===== src/rtl/seq_mult32_pkg.sv =====
// Shared definitions for the sequential 32x32 shift-add multiplier:
// FSM state encodings and iteration/counter sizing.
package seq_mult32_pkg;

  localparam int MULT_W     = 32;
  localparam int MULT_CNT_W = 6;
  localparam int MULT_ITER  = 32;

  typedef enum logic [1:0] {
    S_IDLE = 2'd0,
    S_RUN  = 2'd1,
    S_DONE = 2'd2
  } state_e;

endpackage


===== src/rtl/seq_mult32_hybrid.sv =====
// 32-bit hybrid adder: ripple lower half, carry-select upper half.
// Carry-out is exposed so the multiplier never loses the 33rd bit.
module seq_mult32_hybrid
  import seq_mult32_pkg::*;
(
  input  logic [MULT_W-1:0] a_i,
  input  logic [MULT_W-1:0] b_i,
  input  logic              cin_i,
  output logic [MULT_W-1:0] sum_o,
  output logic              cout_o
);

  localparam int HALF = MULT_W / 2;

  logic [HALF:0] lo_sum;
  logic [HALF:0] hi_sum0;
  logic [HALF:0] hi_sum1;

  // Lower half ripples; upper half is precomputed for both incoming carries
  always_comb begin
    lo_sum  = {1'b0, a_i[HALF-1:0]} + {1'b0, b_i[HALF-1:0]} + {{HALF{1'b0}}, cin_i};
    hi_sum0 = {1'b0, a_i[MULT_W-1:HALF]} + {1'b0, b_i[MULT_W-1:HALF]};
    hi_sum1 = {1'b0, a_i[MULT_W-1:HALF]} + {1'b0, b_i[MULT_W-1:HALF]} + {{HALF{1'b0}}, 1'b1};
    if (lo_sum[HALF]) begin
      sum_o  = {hi_sum1[HALF-1:0], lo_sum[HALF-1:0]};
      cout_o = hi_sum1[HALF];
    end else begin
      sum_o  = {hi_sum0[HALF-1:0], lo_sum[HALF-1:0]};
      cout_o = hi_sum0[HALF];
    end
  end

endmodule


===== src/rtl/seq_mult32.sv =====
// Sequential 32x32 unsigned shift-add multiplier, 64-bit product.
// One operation in flight; 32 add/shift iterations, optional zero-operand
// fast path, valid/ready on both the operand and product sides.
module seq_mult32
  import seq_mult32_pkg::*;
#(
  parameter int WIDTH     = 32,
  parameter bit ZERO_FAST = 1'b1
) (
  input  logic               clk,
  input  logic               rst_n,
  input  logic               clear,
  input  logic               in_valid,
  output logic               in_ready,
  input  logic [WIDTH-1:0]   a,
  input  logic [WIDTH-1:0]   b,
  output logic               out_valid,
  input  logic               out_ready,
  output logic [2*WIDTH-1:0] product,
  output logic               busy
);

  state_e                  state_q;
  logic [MULT_W-1:0]       mcand_q;
  logic [MULT_W-1:0]       acc_hi_q;
  logic [MULT_W-1:0]       acc_lo_q;
  logic [MULT_CNT_W-1:0]   cnt_q;
  logic [2*MULT_W-1:0]     product_q;

  logic [MULT_W-1:0]       addend;
  logic [MULT_W-1:0]       sum;
  logic                    carry;
  logic [MULT_W-1:0]       acc_hi_d;
  logic [MULT_W-1:0]       acc_lo_d;
  logic                    zero_op;

  // Partial product: add the multiplicand only when the current multiplier bit is set
  always_comb begin
    addend   = acc_lo_q[0] ? mcand_q : '0;
    // 65-bit right shift of {carry, sum, acc_lo}: carry lands in bit 63
    acc_hi_d = {carry, sum[MULT_W-1:1]};
    acc_lo_d = {sum[0], acc_lo_q[MULT_W-1:1]};
    zero_op  = ZERO_FAST && ((a == '0) || (b == '0));
  end

  seq_mult32_hybrid u_add (
    .a_i    (acc_hi_q),
    .b_i    (addend),
    .cin_i  (1'b0),
    .sum_o  (sum),
    .cout_o (carry)
  );

  // Control FSM, iteration counter and accumulator shift register
  always_ff @(posedge clk or negedge rst_n) begin
    if (!rst_n) begin
      state_q   <= S_IDLE;
      mcand_q   <= '0;
      acc_hi_q  <= '0;
      acc_lo_q  <= '0;
      cnt_q     <= '0;
      product_q <= '0;
    end else if (clear) begin
      // Abort wins over every handshake; the last product is left untouched
      state_q <= S_IDLE;
    end else begin
      case (state_q)
        S_IDLE: begin
          if (in_valid) begin
            mcand_q  <= a;
            acc_lo_q <= b;
            acc_hi_q <= '0;
            cnt_q    <= '0;
            if (zero_op) begin
              product_q <= '0;
              state_q   <= S_DONE;
            end else begin
              state_q <= S_RUN;
            end
          end
        end
        S_RUN: begin
          acc_hi_q <= acc_hi_d;
          acc_lo_q <= acc_lo_d;
          cnt_q    <= cnt_q + MULT_CNT_W'(1);
          if (cnt_q == MULT_CNT_W'(MULT_ITER - 1)) begin
            product_q <= {acc_hi_d, acc_lo_d};
            state_q   <= S_DONE;
          end
        end
        S_DONE: begin
          if (out_ready) begin
            state_q <= S_IDLE;
          end
        end
        default: state_q <= S_IDLE;
      endcase
    end
  end

  // Handshake flags decode straight from the state register
  always_comb begin
    in_ready  = (state_q == S_IDLE);
    out_valid = (state_q == S_DONE);
    busy      = (state_q != S_IDLE);
    product   = product_q;
  end

endmodule

===== config.mk =====
export PLATFORM = sky130hd
export DESIGN_NAME = seq_mult32
export DESIGN_NICKNAME = d
export VERILOG_FILES = /design/src/rtl/seq_mult32_pkg.sv /design/src/rtl/seq_mult32_hybrid.sv /design/src/rtl/seq_mult32.sv
export SDC_FILE = /design/constraint.sdc
export NUM_CORES = 1
export LEC_CHECK = 0
export CAP_MARGIN = 0
export CELL_PAD_IN_SITES_DETAIL_PLACEMENT = 0
export CELL_PAD_IN_SITES_GLOBAL_PLACEMENT = 2
export CORE_ASPECT_RATIO = 0.6
export CORE_MARGIN = 8
export CORE_UTILIZATION = 34
export CTS_CLUSTER_SIZE = 28
export DETAILED_ROUTE_END_ITERATION = 7
export GPL_TIMING_DRIVEN = 0
export PLACE_DENSITY = 0.91
export SKIP_CTS_REPAIR_TIMING = 1
export SYNTH_ARGS = -nofsm -noshare
export SYNTH_HDL_FRONTEND = slang
export SYNTH_HIERARCHICAL = 1
export SYNTH_SLANG_ARGS = --single-unit
export TNS_END_PERCENT = 100

===== constraint.sdc =====
create_clock -name clk -period 3.91 [get_ports clk]
set_clock_uncertainty 0.15 [all_clocks]
set_input_delay 0.9775 -clock clk [delete_from_list [all_inputs] [get_ports clk]]
set_output_delay 0.9775 -clock clk [all_outputs]
set_load 0.05 [all_outputs]

After elaboration in Yosys (flattened, before gate mapping)
Index checks and enable logic that the tools add are counted.
Storage, ports and cells
  register bits after elaboration: 168
  bits in latches: 0
  memory bits (writable): 0
  memory bits (read-only): 0
  input port bits: 69
  output and inout port bits: 67
  logic and storage cells: 49
  memories: 0
Cells by class
  $add $sub $neg: 4
  multipliers: 0
  div/mod/pow operators: 0
  magnitude comparators: 0
  equal/unequal tests: 9
  shift-type cells: 0
  multiplexer cells: 19
  bitwise gates (word level): 1
  reduce and logical (&&, ||, !) cells: 10
Operator list (count)
  $mux 64: 3
  $mux 32: 4
  $pmux 32 s2: 2
  $pmux 64 s2: 1
  $logic_not 32->1: 2
  $add 16x16->17: 2
  $add 17x1->17 const B: 1
  $pmux 6 s2: 1
  $mux 2: 5
  $reduce_and 3->1: 3
  $add 6x1->6 const B: 1
  $eq 6x5->1 const B: 1
  $mux 6: 1
  $ne 3x3->1 const B: 2
  $pmux 2 s3: 1
  $reduce_and 5->1: 1
  $ne 2x2->1 const B: 2
  $reduce_bool 2->1: 2
  $ne 3x2->1 const B: 1
  $eq 2x1->1 const B: 1
  $eq 2x2->1 const B: 1
  $logic_not 2->1: 1
  $ne 2x1->1 const B: 1
  $logic_or 1x1->1: 1
  other kinds (2): 2

Longest topological paths before layout
Gate-level depths: netlist (run 1).
  word-level depth: 6
  depth in mapped cells: 17
  depth with buffers taken out: 16

Modules after synthesis
Netlist (run 1), hierarchy kept.
Modules (own cells, without submodules)
  seq_mult32: instances 1, cells an instance 691, area an instance 7135.6 um2, seq. area each 4204.0 um2
  seq_mult32_hybrid: instances 1, cells an instance 243, area an instance 1843.0 um2, seq. area each 0.0 um2

Worst setup path before layout (run 1)
OpenSTA, ideal clock, no wires.
  kind: register -> register
  start point: reg acc_lo_q[0]
  end point: reg product_q[60] (netlist: product[60])
  library setup time: 0.118 ns
  arrival: 3.219 ns
  data required time: 3.642 ns
  setup slack: 0.423 ns
  stages on the path, launching flop included: 15
  buffers on the path: 1
  period minus slack after synthesis: 3.487 ns
  cells stage by stage: dfrtp_1 clkbuf_1 and2_1 ha_1 fa_1 a21o_1 a2111oi_4 xnor2_1 and4_1 and3_2 or3b_1 xnor2_1 nand2_1 nor2_1 a21o_1
On the way
  cells in the longest elaborated chain, start to end: 6
  elaborated cells between the ends (all ways): 7
  those cells by class: 3 x add/sub; 4 x mux
Ends and longest elaborated chain
  start: declaration: line seq_mult32.sv:26  | logic [MULT_W-1:0] acc_lo_q;
  start signal: assignment: line seq_mult32.sv:84  | acc_lo_q <= acc_lo_d;
  $mux 32 *: line seq_mult32.sv:39  | addend = acc_lo_q[0] ? mcand_q : '0;
  via addend[16]: line seq_mult32.sv:30  | logic [MULT_W-1:0] addend;
  $add 16x16->17 *: line seq_mult32_hybrid.sv:22, seq_mult32_hybrid.sv:23
  $add 17x1->17: line seq_mult32_hybrid.sv:23  | hi_sum1 = {1'b0, a_i[MULT_W-1:HALF]} + {1'b0, b_i[MULT_W-1:HALF]} + {{HALF{1'b0}}, 1'b1};
  $mux 32 *: line seq_mult32_hybrid.sv:24  | if (lo_sum[HALF]) begin
  via sum[29]: line seq_mult32.sv:31  | logic [MULT_W-1:0] sum;
  $mux 64 *: line seq_mult32.sv:86  | if (cnt_q == MULT_CNT_W'(MULT_ITER - 1)) begin
  $pmux 64 s2 *: line seq_mult32.sv:67  | case (state_q)
  end signal: assignment: line seq_mult32.sv:87  | product_q <= {acc_hi_d, acc_lo_d};
  end: declaration: line seq_mult32.sv:28  | logic [2*MULT_W-1:0] product_q;
The timed path passes the listed nets; every way through them passes the cells marked *. The select of a mux whose other input is x is not followed.
A chain may end at the register's enable or synchronous reset.

Worst setup path after layout (run 1)
  start point: reg acc_lo_q[0]
  end point: reg product_q[62] (netlist: product[62])
Same word-level chain as after synthesis.

==> impl_metrics.py, run 1 <==
metrics = {
    "yosys": {
        "ys_async_sr_fraction": 1.00,
        "yosysSeqAreaShare": 0.468,
        "synth_top_flop_cell": "dfrtp_1",
        "synthTopCellsByArea": "dfrtp_1 47%, nand2_1 7.3%, a21o_1 5.9%",
        "syn-num-nets": 1039,
        "post-synth-top-area-cell": "dfrtp_1",
        "yosys.area.top_type_share": 0.468,
        "synth_commonest_cells": "174 x nand2_1, 168 x dfrtp_1, 91 x nor2_1",
        "yosysMostFrequentCell": "nand2_1",
        "syn_area_per_cell_sq_um": 9.61,
        "synthCells": 934,
        "synth_cell_types": 66,
        "synth-edff-count": 0,
        "synth_area_sq_um": 8980,
        "synth-seq-cells": 168,
        "synth-warning-count": 6,
    },
    "setup_path": {
        "crit_path_frequent_cell": "buf_4",
        "reg2reg_from": "acc_lo_q[0]$_DFFE_PN0P_",
        "path_class": "register to register",
        "cp-start-kind": "register",
        "r2r_cells": 17,
        "r2r-end": "product[62]$_DFFE_PN0P_",
        "worst_setup_path_end_kind": "register",
        "rrSetupSlack_ns": 0.1,
        "critPathSlowestCell": "dfrtp_2",
        "arrival_ns": 3.99,
        "required_ns": 4.09,
        "crit_fanout": 6,
        "slowest_delay_ns": 0.47,
        "crit_chain": "buf_8, and2_4, ha_4, fa_2, a21o_4, a2111oi_4, buf_4, o211ai_1, a21oi_1, xor2_1, nand4b_1, buf_4, nor3b_2, xnor2_1, nand2_1, nor2_1, a21o_1",
    },
    "sta": {
        "finalCritPeriodShare": 0.975,
        "setup_tns_ns": 0,
        "max_slew_margin": 0.567,
        "period_needed_ns": 3.81,
        "finalMaxSlewViolations": 0,
        "setup_viol": 0,
        "worst_hold_slack_ns": 0.323,
        "hold_violations": 0,
        "worst_slew_pin_slew_ns": 0.644,
        "fmax_mhz": 262,
        "rsz0062_at_grt": "true",
    },
    "finish": {
        "stdcell_count": 1472,
        "drive_gt1_frac": 0.116,
        "areaGrowthSynthToFinish_pct": 29.3,
        "nets": 1203,
    },
    "pwr": {
        "ir_drop_uv": 324,
        "power_mw": 7.98,
        "p_per_area_nw_per_um2": 688,
        "p_leak_nw": 5.40,
    },
    "drt": {
        "drt-initial-drc-count": 454,
        "ant_nets": 0,
        "dr.pass1.iters": 4,
        "via_per_inst": 5.04,
        "drc": 0,
        "num_vias": 7416,
        "drt_wl_total_microns": 26800,
        "post_drt_wl_per_cell_microns": 18.2,
    },
    "die": {
        "coreArea_sq_um": 26200,
        "die_w_microns": 226,
        "die-area_sq_um": 32000,
        "pin_count": 136,
        "die-height_microns": 142,
        "start_util": 0.343,
        "num_rows": 46,
    },
    "place": {
        "routabilityCongestion": 0.812,
        "port_buffers": 135,
        "post-dp-hpwl_microns": 20000,
        "placedCellCount": 1430,
    },
    "clocking": {
        "htree_levels": 4,
        "clockBufferDepth": 2,
        "clock_latency_ns": 0.44,
        "clkTransAtPathRegs_ns": 0.07,
        "cts_inserted_buffers": 17,
        "root_buffer": "clkbuf_16",
        "clock_sinks": 168,
        "cts_tree": "yes",
    },
    "hold_path": {
        "worstHoldStart": "product[45]$_DFFE_PN0P_",
        "holdPathStages": 1,
        "hp-class": "register to register",
        "holdPathEnd": "product[45]$_DFFE_PN0P_",
    },
    "global_route": {
        "grt_max_degree": 99,
        "track_usage": 0.169,
        "grt_overflow": 0,
        "grt_pass1_wl_microns": 42500,
        "grt_pass1_vias": 7516,
        "antenna_found_initial": 2,
    },
    "flow_run": {
        "max-cap-violations": 0,
    },
    "outcome": {
        "outcome": "finished clean",
    },
}
==> state kept, by name, indices dropped and copies added (netlist names) <==
register / count
acc_lo_q: 32
acc_hi_q: 32
product: 64
state_q: 2
mcand_q: 32
cnt_q: 6
==> stage by stage <==
step,setup slack [ns],util,cell area [sq um]
floorplan,0.423,-,8980
global placement,-5.65,0.412,10800
detailed placement,-0.219,0.413,10800
CTS,-0.239,0.437,11400
global route,-0.0530,0.443,11600
finish,0.0978,0.443,11600
==> placed cells by master, fill, tap and decap left out, drive strengths merged, types with 15 or more instances in the layout <==
cell,n
nand2,174
dfrtp,168
clkdlybuf4s50,134
nor2,93
a21o,71
o21ai,48
buf,40
clkbuf,38
o211ai,35
and2,34
ha,33
mux2,33
xnor2,27
a21oi,21
inv,20
nor4,19
xor2,15
==> kinds of logic after synthesis <==
group           share of synthesized area
fa+ha+maj                          0.0527
other cells                      0.000418
simple gates                        0.194
compound gates                      0.163
buf+inv                            0.0369
xor+xnor                           0.0410
flops                               0.468
mux                                0.0436
==> layer usage <==
metal	vias up	routed length (microns)	global-route usage
met4	2	211	0.0378
met2	148	11300	0.244
met1	3676	13800	0.248
met5	-	13	0
li1	3577	-	-
met3	13	1470	0.0451
==> worst max path at each step <==
stage,start,endpoint,slack [ns],cells past startpoint
floorplan,acc_lo_q[0]$_DFFE_PN0P_,product[60]$_DFFE_PN0P_,0.42,14
global placement,rst_n,product[39]$_DFFE_PN0P_,-5.65,1
detailed placement,acc_lo_q[0]$_DFFE_PN0P_,product[60]$_DFFE_PN0P_,-0.22,14
CTS,acc_lo_q[0]$_DFFE_PN0P_,product[60]$_DFFE_PN0P_,-0.24,14
global route,acc_lo_q[0]$_DFFE_PN0P_,product[63]$_DFFE_PN0P_,-0.05,16
finish,acc_lo_q[0]$_DFFE_PN0P_,product[62]$_DFFE_PN0P_,0.1,17
==> worst max-delay path, delay by kind of cell (launching register included) <==
family | cells | cell delay [ns]
flops | 1 | 0.47
simple gates | 5 | 0.76
buf+inv | 3 | 0.56
xor+xnor | 2 | 0.19
compound gates | 5 | 1.03
fa+ha+maj | 2 | 0.54
==> report_power, final <==
group / internal, mW / switching, mW / total [mW]
clock network: 1.07 / 0.756 / 1.82
registers: 2.30 / 0.337 / 2.64
logic: 1.32 / 2.20 / 3.52
total: 4.69 / 3.29 / 7.98
==> layout make-up <==
cell class | count | area [sq um]
clock inverters | 12 | 165
multi-input cells | 702 | 4520
clock buffers | 20 | 467
fillers | 2575 | 14600
flip-flops and latches | 168 | 4210
diodes | 1 | 2.50
repair buffers | 146 | 1460
well taps | 360 | 450
inverters | 17 | 63.8
plain buffers | 46 | 278
Power figures use the tool's default switching activity.
==> run 2, diff against run 1 <==
SETUP_SLACK_MARGIN = 0.2   (was not set)
==> impl_metrics.py, run 2 (same netlist as run 1, synthesis figures left out) <==
metrics = {
    "outcome": {
        "outcome": "finished clean",
    },
    "die": {
        "die-height_microns": 142,
        "die_w_microns": 226,
        "pin_count": 136,
        "die-area_sq_um": 32000,
        "num_rows": 46,
        "start_util": 0.343,
        "coreArea_sq_um": 26200,
    },
    "sta": {
        "finalMaxSlewViolations": 0,
        "worst_slew_pin_slew_ns": 0.622,
        "max_slew_margin": 0.582,
        "fmax_mhz": 262,
        "setup_viol": 0,
        "setup_tns_ns": 0,
        "final.setup.worst_slack_ns": 0.0985,
        "finalCritPeriodShare": 0.975,
        "hold_violations": 0,
        "period_needed_ns": 3.81,
        "rsz0062_at_grt": "true",
        "worst_hold_slack_ns": 0.323,
    },
    "drt": {
        "drt_wl_total_microns": 26800,
        "ant_nets": 0,
        "num_vias": 7423,
        "drc": 0,
        "drt-initial-drc-count": 458,
        "via_per_inst": 5.04,
        "dr.pass1.iters": 5,
        "post_drt_wl_per_cell_microns": 18.2,
    },
    "pwr": {
        "p_sw_mw": 3.30,
        "p_per_area_nw_per_um2": 687,
        "ir_drop_uv": 324,
        "switching_share": 0.413,
        "internal-power_mw": 4.69,
        "power_mw": 7.99,
        "p_seq_frac": 0.330,
        "p_comb_frac": 0.441,
        "clockPowerShare": 0.228,
        "p_leak_nw": 5.41,
    },
    "flow_run": {
        "max-cap-violations": 0,
    },
    "setup_path": {
        "crit_fanout": 6,
        "rrSetupSlack_ns": 0.1,
        "cp-start-kind": "register",
        "r2r_cells": 17,
        "arrival_ns": 3.99,
        "worst_setup_path_end_kind": "register",
        "path_class": "register to register",
        "r2r-end": "product[62]$_DFFE_PN0P_",
        "required_ns": 4.09,
        "reg2reg_from": "acc_lo_q[0]$_DFFE_PN0P_",
    },
    "place": {
        "routabilityCongestion": 0.812,
        "placedCellCount": 1430,
        "port_buffers": 135,
        "post-dp-hpwl_microns": 20000,
        "post_dp_cell_area_sq_um": 10800,
        "pre_cts_slack_ns": -0.219,
    },
    "clocking": {
        "cts_inserted_buffers": 17,
        "htree_levels": 4,
        "cts_tree": "yes",
        "clockBufferDepth": 2,
        "clock_latency_ns": 0.45,
        "clkTransAtPathRegs_ns": 0.07,
        "clock_sinks": 168,
        "root_buffer": "clkbuf_16",
    },
    "finish": {
        "nets": 1204,
        "multi_input_comb_area_sq_um": 4530,
        "n_fill_cell": 2564,
        "largest_reg_flops": 64,
        "most-common-layout-cells": "174 x nand2_1, 167 x dfrtp_1, 134 x clkdlybuf4s50_1, 91 x nor2_1, 70 x a21o_1",
        "areaGrowthSynthToFinish_pct": 29.6,
        "register_area_sq_um": 4210,
        "drive_gt1_frac": 0.120,
        "layout_commonest_cell": "nand2_1",
        "final_cell_area_sq_um": 11600,
        "utilization": 0.444,
        "stdcell_count": 1473,
    },
    "global_route": {
        "grt_overflow": 0,
        "grt_max_degree": 99,
        "grt_pass1_vias": 7516,
        "antenna_found_initial": 2,
        "grt_pass1_wl_microns": 42500,
        "track_usage": 0.169,
    },
    "hold_path": {
        "hp-class": "register to register",
        "holdPathStages": 1,
        "holdPathEnd": "product[45]$_DFFE_PN0P_",
        "worstHoldStart": "product[45]$_DFFE_PN0P_",
    },
}
==> run 2: cell count changes in the layout (fill, tap and decap cells not counted) <==
cell | before | now
a211oi_1 | 5 | 4
a211oi_2 | 1 | 2
a21boi_1 | 1 | 0
a21boi_2 | 0 | 1
a311oi_1 | 3 | 2
a311oi_2 | 0 | 1
buf_4 | 16 | 15
buf_6 | 7 | 8
clkbuf_2 | 2 | 3
==> run 2: worst max path at each step <==
stage	slack (ns)	startpoint	cells past startpoint	to
floorplan	0.42	acc_lo_q[0]$_DFFE_PN0P_	14	product[60]$_DFFE_PN0P_
global placement	-5.65	rst_n	1	product[39]$_DFFE_PN0P_
detailed placement	-0.22	acc_lo_q[0]$_DFFE_PN0P_	14	product[60]$_DFFE_PN0P_
CTS	-0.24	acc_lo_q[0]$_DFFE_PN0P_	14	product[60]$_DFFE_PN0P_
global route	-0.06	acc_lo_q[0]$_DFFE_PN0P_	16	product[63]$_DFFE_PN0P_
finish	0.1	acc_lo_q[0]$_DFFE_PN0P_	17	product[62]$_DFFE_PN0P_
==> run 2: layout make-up <==
class,instances,share of cell area
diodes,1,0.000215
repair buffers,146,0.125
clock buffers,20,0.0401
clock inverters,12,0.0142
well taps,360,0.0387
multi-input cells,702,0.390
flip-flops and latches,168,0.362
inverters,17,0.00549
plain buffers,47,0.0246
==> run 2: worst max-delay path, stage by stage (launching register included) <==
cell and delay (ns):
dfrtp_2 0.47, buf_8 0.15, and2_4 0.13, ha_4 0.16, fa_2 0.38, a21o_4 0.25
a2111oi_4 0.38, buf_4 0.19, o211ai_1 0.08, a21oi_1 0.17, xor2_1 0.11, nand4b_1 0.30
buf_4 0.22, nor3b_2 0.17, xnor2_1 0.08, nand2_1 0.12, nor2_1 0.05, a21o_1 0.15
==> run 2: power groups by stage <==
stage / logic (mW) / registers, mW / clock network [mW]
after floorplan: 1.28 / 3.64 / 0
after global placement: 3.44 / 2.65 / 0
after detailed placement: 3.46 / 2.67 / 0
after CTS: 3.48 / 2.64 / 1.87
after global routing: 3.77 / 2.72 / 1.94
final: 3.52 / 2.64 / 1.83
==> run 2: metal layers <==
layer  part of all wire  GRT usage
met1               0.51      0.248
met4             0.0078     0.0378
met5            0.00049          0
met2               0.42      0.244
met3              0.063     0.0451
==> run 3, diff against run 2 <==
clock period = 3.6 ns   (was 3.91 ns; I/O delays follow)
==> impl_metrics.py, run 3 (same netlist as run 1, synthesis figures left out) <==
metrics = {
    "finish": {
        "nets": 1208,
        "largest_reg_flops": 64,
        "antenna_cells": 0,
        "utilization": 0.445,
        "register_area_sq_um": 4210,
        "most-common-layout-cells": "173 x nand2_1, 167 x dfrtp_1, 134 x clkdlybuf4s50_1, 88 x nor2_1, 71 x a21o_1",
        "n_fill_cell": 2560,
        "areaGrowthSynthToFinish_pct": 29.9,
        "drive_gt1_frac": 0.134,
        "layout_commonest_cell": "nand2_1",
        "multi_input_comb_area_sq_um": 4600,
    },
    "die": {
        "start_util": 0.343,
        "die-height_microns": 142,
        "num_rows": 46,
        "die-area_sq_um": 32000,
        "pin_count": 136,
        "coreArea_sq_um": 26200,
        "die_w_microns": 226,
    },
    "setup_path": {
        "required_ns": 3.79,
        "r2r_cells": 16,
        "rrSetupSlack_ns": -0.13,
        "worst_setup_path_end_kind": "register",
        "crit_fanout": 6,
        "r2r-end": "product[62]$_DFFE_PN0P_",
        "cp-start-kind": "register",
        "arrival_ns": 3.92,
        "reg2reg_from": "acc_lo_q[0]$_DFFE_PN0P_",
        "path_class": "register to register",
    },
    "drt": {
        "drt-initial-drc-count": 460,
        "post_drt_wl_per_cell_microns": 18.1,
        "drt_wl_total_microns": 26700,
        "via_per_inst": 5.01,
        "dr.pass1.iters": 5,
        "drc": 0,
        "ant_nets": 0,
        "num_vias": 7383,
    },
    "global_route": {
        "grt_pass1_vias": 7368,
        "grt_overflow": 0,
        "track_usage": 0.169,
        "grt_pass1_wl_microns": 42200,
        "grt_max_degree": 117,
        "antenna_found_initial": 0,
    },
    "sta": {
        "finalCritPeriodShare": 1.04,
        "worst_hold_slack_ns": 0.211,
        "final.setup.worst_slack_ns": -0.130,
        "period_needed_ns": 3.73,
        "hold_violations": 0,
        "rsz0062_at_grt": "true",
        "finalMaxSlewViolations": 0,
        "fmax_mhz": 268,
        "worst_slew_pin_slew_ns": 0.775,
        "setup_viol": 7,
        "max_slew_margin": 0.484,
    },
    "place": {
        "routabilityCongestion": 0.837,
        "post-dp-hpwl_microns": 20000,
        "port_buffers": 135,
    },
    "clocking": {
        "root_buffer": "clkbuf_16",
        "htree_levels": 4,
        "clockBufferDepth": 2,
        "clock_sinks": 168,
        "clock_latency_ns": 0.44,
        "cts_inserted_buffers": 17,
        "cts_tree": "yes",
        "clkTransAtPathRegs_ns": 0.07,
    },
    "pwr": {
        "p_per_area_nw_per_um2": 734,
        "p_leak_nw": 5.43,
        "ir_drop_uv": 486,
    },
    "hold_path": {
        "hp-class": "primary input to async pin",
    },
    "outcome": {
        "violations": "negative setup slack",
        "outcome": "finished with violations",
    },
    "flow_run": {
        "max-cap-violations": 0,
    },
}
-- run 3: layer usage --
layer	track usage	wire length, microns	up-vias
met2	0.229	11100	148
met1	0.258	13900	3635
met5	0	0	-
met3	0.0474	1430	18
li1	-	-	3582
met4	0.0426	301	0
-- run 3: report_power, final --
group	switching, mW	total (mW)	internal [mW]
clock	0.798	1.84	1.04
combinational	2.40	3.85	1.45
sequential	0.373	2.88	2.50
-- run 3: critical path, stage by stage (launching register included) --
cell and delay, ns:
dfrtp_2 0.48, buf_6 0.16, and2_4 0.14, ha_4 0.16, fa_2 0.36, a21o_1 0.22, a2111oi_4 0.29, buf_4 0.20
o211ai_1 0.12, a21oi_2 0.21, xor2_2 0.13, nand4b_1 0.32, nor3b_2 0.27, xnor2_1 0.08, nand2_1 0.13, nor2_1 0.05
a21o_1 0.16
-- run 3: worst max path at each step --
stage                            startpoint                       to  slack, ns  cells after the start
finish              acc_lo_q[0]$_DFFE_PN0P_  product[62]$_DFFE_PN0P_      -0.13                     16
floorplan           acc_lo_q[0]$_DFFE_PN0P_  product[60]$_DFFE_PN0P_       0.14                     14
detailed placement  acc_lo_q[0]$_DFFE_PN0P_  product[60]$_DFFE_PN0P_      -0.34                     14
global route        acc_lo_q[0]$_DFFE_PN0P_  product[63]$_DFFE_PN0P_      -0.37                     16
global placement                      rst_n  product[50]$_DFFE_PN0P_      -5.72                      1
CTS                 acc_lo_q[0]$_DFFE_PN0P_  product[60]$_DFFE_PN0P_      -0.38                     14
-- run 3: cell type report --
type,count,share of cell area
flip-flops and latches,168,0.361
clock inverters,10,0.0103
clock buffers,21,0.0386
repair buffers,150,0.128
well taps,360,0.0386
plain buffers,47,0.0242
inverters,17,0.00547
multi-input cells,702,0.394
-- run 3: stage by stage --
step	std cells	area (sq um)	setup TNS (ns)	setup slack [ns]	power [mW]
final	1475	11700	-0.515	-0.130	8.56
after global routing	1475	11700	-2.34	-0.372	9.07
after CTS	1461	11400	-2.98	-0.378	8.54
after detailed placement	1430	10800	-2.40	-0.344	6.66
after global placement	1429	10800	-960.46	-5.72	6.63
after floorplan	934	8990	0	0.137	5.35
